<file path="config.mk">
export PLATFORM = sky130hd
export DESIGN_NAME = reg_16b_shiftout_flat
export DESIGN_NICKNAME = d
export VERILOG_FILES = /design/src/rtl/reg_16b_shiftout_if.sv /design/src/rtl/reg_16b_shiftout.sv /design/src/flat_wrapper.sv
export SDC_FILE = /design/constraint.sdc
export NUM_CORES = 1
export LEC_CHECK = 0
export BUFFER_PORTS_ARGS = -buffer_cell sky130_fd_sc_hd__buf_4
export CAP_MARGIN = 40
export CORE_ASPECT_RATIO = 0.5
export CORE_MARGIN = 2
export CORE_UTILIZATION = 45
export CTS_BUF_LIST = sky130_fd_sc_hd__clkbuf_2 sky130_fd_sc_hd__clkbuf_4 sky130_fd_sc_hd__clkbuf_8
export CTS_CLUSTER_SIZE = 30
export DETAILED_ROUTE_END_ITERATION = 8
export GPL_TIMING_DRIVEN = 0
export PLACE_DENSITY = 0.77
export SKIP_LAST_GASP = 1
export SYNTH_ARGS = -nofsm -noshare
export SYNTH_HDL_FRONTEND = slang
export SYNTH_SLANG_ARGS = --single-unit
</file>
<file path="constraint.sdc">
create_clock -name clk -period 2.7 [get_ports clk]
set_input_delay 0.54 -clock clk [delete_from_list [all_inputs] [get_ports clk]]
set_output_delay 0.54 -clock clk [all_outputs]
set_load 0.005 [all_outputs]
</file>
<file path="src/rtl/reg_16b_shiftout_if.sv">
// Load and serial handshake bundle for reg_16b_shiftout.
// The master drives the word and consumer readiness, and the slave reports status.
interface reg_16b_shiftout_if;
  logic [15:0] inData;
  logic        loadValid;
  logic        loadReady;
  logic        serReady;
  logic        serValid;
  logic        serOut;
  logic [3:0]  bitIdx;
  logic        busy;
  logic        done;

  modport master (
    output inData, loadValid, serReady,
    input  loadReady, serValid, serOut, bitIdx, busy, done
  );

  modport slave (
    input  inData, loadValid, serReady,
    output loadReady, serValid, serOut, bitIdx, busy, done
  );
endinterface

</file>
<file path="src/rtl/reg_16b_shiftout.sv">
// Parallel-load, bit-serial readout register: accepts one 16-bit word, streams it out
// one bit per accepted cycle, then pulses done for one cycle before returning to idle.
module reg_16b_shiftout #(
  parameter bit MSB_FIRST = 1'b1
) (
  input logic               clk,
  input logic               rst,
  reg_16b_shiftout_if.slave bus
);

  typedef enum logic [1:0] {
    IDLE  = 2'd0,
    SHIFT = 2'd1,
    DONE  = 2'd2
  } state_t;

  state_t      state;
  logic [3:0]  count;
  logic        load_ready;
  logic        ser_valid;
  logic        busy_q;
  logic        done_q;

  logic [15:0] sr;
  logic [15:0] sr_d;
  logic        sr_en;

  always_comb begin
    sr_d  = sr;
    sr_en = 1'b0;
    case (state)
      IDLE: begin
        if (bus.loadValid) begin
          sr_d  = bus.inData;
          sr_en = 1'b1;
        end
      end
      SHIFT: begin
        if (bus.serReady) begin
          sr_en = 1'b1;
          if (MSB_FIRST) sr_d = {sr[14:0], 1'b0};
          else           sr_d = {1'b0, sr[15:1]};
        end
      end
      default: begin
        sr_d  = sr;
        sr_en = 1'b0;
      end
    endcase
  end

  // One enabled flop per bit; reset clears the word regardless of the enable.
  for (genvar i = 0; i < 16; i++) begin : g_sr
    always_ff @(posedge clk) begin
      if (rst)        sr[i] <= 1'b0;
      else if (sr_en) sr[i] <= sr_d[i];
    end
  end

  always_ff @(posedge clk) begin
    if (rst) begin
      state      <= IDLE;
      count      <= 4'd0;
      load_ready <= 1'b1;
      ser_valid  <= 1'b0;
      busy_q     <= 1'b0;
      done_q     <= 1'b0;
    end else begin
      case (state)
        IDLE: begin
          if (bus.loadValid) begin
            state      <= SHIFT;
            count      <= 4'd0;
            load_ready <= 1'b0;
            ser_valid  <= 1'b1;
            busy_q     <= 1'b1;
          end
        end
        SHIFT: begin
          if (bus.serReady) begin
            if (count == 4'd15) begin
              state     <= DONE;
              count     <= 4'd0;
              ser_valid <= 1'b0;
              done_q    <= 1'b1;
            end else begin
              count <= count + 4'd1;
            end
          end
        end
        DONE: begin
          state      <= IDLE;
          load_ready <= 1'b1;
          busy_q     <= 1'b0;
          done_q     <= 1'b0;
        end
        default: begin
          state      <= IDLE;
          count      <= 4'd0;
          load_ready <= 1'b1;
          ser_valid  <= 1'b0;
          busy_q     <= 1'b0;
          done_q     <= 1'b0;
        end
      endcase
    end
  end

  // serOut is forced low outside SHIFT so idle/done cycles never leak stale word bits.
  assign bus.serOut    = ser_valid & (MSB_FIRST ? sr[15] : sr[0]);
  assign bus.serValid  = ser_valid;
  assign bus.loadReady = load_ready;
  assign bus.bitIdx    = count;
  assign bus.busy      = busy_q;
  assign bus.done      = done_q;

endmodule

</file>
<file path="src/flat_wrapper.sv">
// flat-port wrapper written by rule: the top's interface ports become plain ports
module reg_16b_shiftout_flat 
#(
  parameter bit MSB_FIRST = 1'b1
)
  (clk, rst, bus_inData, bus_loadValid, bus_serReady, bus_loadReady, bus_serValid, bus_serOut, bus_bitIdx, bus_busy, bus_done);
  reg_16b_shiftout_if bus_i ();
  input logic clk;
  input logic rst;
  input wire logic [$bits(bus_i.inData)-1:0] bus_inData;
  input wire logic [$bits(bus_i.loadValid)-1:0] bus_loadValid;
  input wire logic [$bits(bus_i.serReady)-1:0] bus_serReady;
  output wire logic [$bits(bus_i.loadReady)-1:0] bus_loadReady;
  output wire logic [$bits(bus_i.serValid)-1:0] bus_serValid;
  output wire logic [$bits(bus_i.serOut)-1:0] bus_serOut;
  output wire logic [$bits(bus_i.bitIdx)-1:0] bus_bitIdx;
  output wire logic [$bits(bus_i.busy)-1:0] bus_busy;
  output wire logic [$bits(bus_i.done)-1:0] bus_done;
  assign bus_i.inData = bus_inData;
  assign bus_i.loadValid = bus_loadValid;
  assign bus_i.serReady = bus_serReady;
  assign bus_loadReady = bus_i.loadReady;
  assign bus_serValid = bus_i.serValid;
  assign bus_serOut = bus_i.serOut;
  assign bus_bitIdx = bus_i.bitIdx;
  assign bus_busy = bus_i.busy;
  assign bus_done = bus_i.done;
  reg_16b_shiftout #(.MSB_FIRST(MSB_FIRST)) u_core (.clk(clk), .rst(rst), .bus(bus_i));
endmodule
</file>
==> out/results.ini <==
[outcome]
status = finished, final reports clean

[final_layout]
final_cell_mix = 31 x nand2_1, 28 x buf_4, 26 x dfxtp_1
fin_area_um2 = 1500
finalNetCount = 197
final_util_pct = 58.7
layout-drive-gt1-share_pct = 22.3
area_growth_pct = 26.2
final_common_cell = nand2_1
diodes = 0

[drt]
wl_per_cell_um = 13.3
wirelength_um = 2820
num_vias = 1132
first_pass_iters = 4
viasPerCell = 5.34
drc = 0
postRouteAntennaNets = 0
drt_iter0_drc = 47

[pwr]
peakVddDrop_uv = 325
leakagePower_nw = 0.607
powerDensity_nw_per_um2 = 544
total_power_mw = 0.815

[global_routing]
grt_overflow = 0
grt_max_degree = 15
track_usage_pct = 19.7
grt_pass1_wl_um = 4700
grt_pass1_vias = 988
antenna_found_initial = 0

[clock_tree]
post-cts-setup-buffers = 0
cts_root_buffer = clkbuf_8
cts_buffers = 3
clk_path_buf_depth = 2
cts-resized-gates = 0
clock-sinks = 26
htree_levels = 1
cts_tree = yes
hold_buffers = 0
clk_pin_slew_ns = 0.09
clkLatencyLatePin_ns = 0.28

[timing]
worst_slack_ns = 0.878
setup_violations = 0
rsz0062_at_grt = no
period_share_pct = 67.5
hold_viol_final = 0
drv_slew = 0
worstMarginPinSlew_ns = 0.588
slew_headroom_pct = 60.4
max_clock_freq_mhz = 549
period_needed_ns = 1.82
clock_skew_ns = 0.00851
tns_ns = 0

[logic_synthesis]
ys_seq_area_share_pct = 43.8
ys.warnings.count = 0
synthArstFlopShare_pct = 0
synth_nets = 164
ys_seq_elements = 26
syn-cell-area_um2 = 1190
synth_edf_count = 0
syn_inst = 143
yosysUniqueCellTypes = 34
synth.avg_cell_area_um2 = 8.30
synth_ff_type = dfxtp_1

[placement]
hpwl_um = 1920
io_buffers = 28
dp_slack_ns = 0.860
dpl_cell_area_um2 = 1440
gp_congestion = 0.793

[critical_path]
crit_start = u_core.state[1]
startpoint_type = flip-flop
crit_required_ns = 2.88
setup.worst_path.end_class = flip-flop
critPathMaxFanout = 10
crit_type = reg2reg
cp.arrival_ns = 2.00
r2r_slack_ns = 0.88
r2r-start = u_core.state[1]

[worst_hold_path]
min_from = u_core.bus.busy
holdCritPathClass = reg2reg

[floorplan]
die_h_um = 40.3
rows = 13
die_x_um = 76.6
ios = 29
die_area_um2 = 3090
core_um2 = 2550
initial_core_util_pct = 46.5

[flow_run]
drv_cap = 0

-- registers in the layout, indices dropped and copies added (netlist names) --
register and cells:
u_core.bus.bitIdx 4, u_core.bus.busy 1, u_core.bus.done 1, u_core.bus.loadReady 1
u_core.bus.serValid 1, u_core.sr 16, u_core.state 2
-- layer usage --
metal / global-route usage [%] / up-vias / routed length (µm)
met5: 0 / - / 0
met4: 3.64 / 0 / 24
met2: 33.2 / 25 / 1250
li1: - / 580 / -
met1: 26.8 / 525 / 1420
met3: 4.95 / 2 / 124
-- area by class of cell --
type | instances | area, µm²
flip-flops and latches | 26 | 520
plain buffers | 12 | 63.8
multi-input cells | 101 | 588
repair buffers | 28 | 210
fillers | 240 | 1050
well taps | 37 | 46.3
clock buffers | 4 | 55.1
inverters | 4 | 15.0
-- cell families after synthesis --
kind of cell | count (synthesis) | share of synthesized area (%)
DFF | 26 | 43.8
buffers and inverters | 16 | 6.64
AOI/OAI and AO/OA | 44 | 25.0
muxes | 2 | 2.11
adders and majority gates | 1 | 1.05
and+or+nand+nor | 54 | 21.4
-- synth_stat cells, types with 2 or more instances --
library cell	instances	area, µm²
a21oi_1	17	85.1
clkbuf_1	6	22.5
nor2_1	2	7.51
o21ai_0	5	25.0
nand2b_1	2	12.5
nand2_1	31	116
nand4_1	2	12.5
buf_6	2	22.5
nand3_1	7	35.0
dfxtp_1	26	521
and2_1	2	12.5
buf_2	2	10.0
inv_1	3	11.3
o21a_1	2	15.0
a311oi_1	15	131
-- critical path, stage by stage (launching register included) --
cell	delay, ns
dfxtp_1	0.46
or2b_1	0.13
clkbuf_1	0.33
clkbuf_1	0.42
nand2_1	0.11
a311oi_1	0.28
-- power breakdown --
part / switching, mW / internal (mW) / total (mW)
combinational: 0.0682 / 0.0651 / 0.133
clock: 0.126 / 0.131 / 0.256
sequential: 0.0145 / 0.411 / 0.426
-- worst paths after layout --
kind              cells after the start              end
setup / recovery                      5    u_core.sr[11]
setup reg to reg                      5    u_core.sr[11]
hold / removal                        1  u_core.bus.busy
hold reg to reg                       1  u_core.bus.busy
-- metrics by stage --
| step | cells | hold slack, ns |
|---|---|---|
| after floorplan | 143 | 0.449 |
| after global placement | 208 | 0.449 |
| after detailed placement | 208 | 0.454 |
| after CTS | 212 | 0.476 |
| after global routing | 212 | 0.508 |
| final | 212 | 0.473 |
Note: power is estimated with default switching activity, not from simulation.
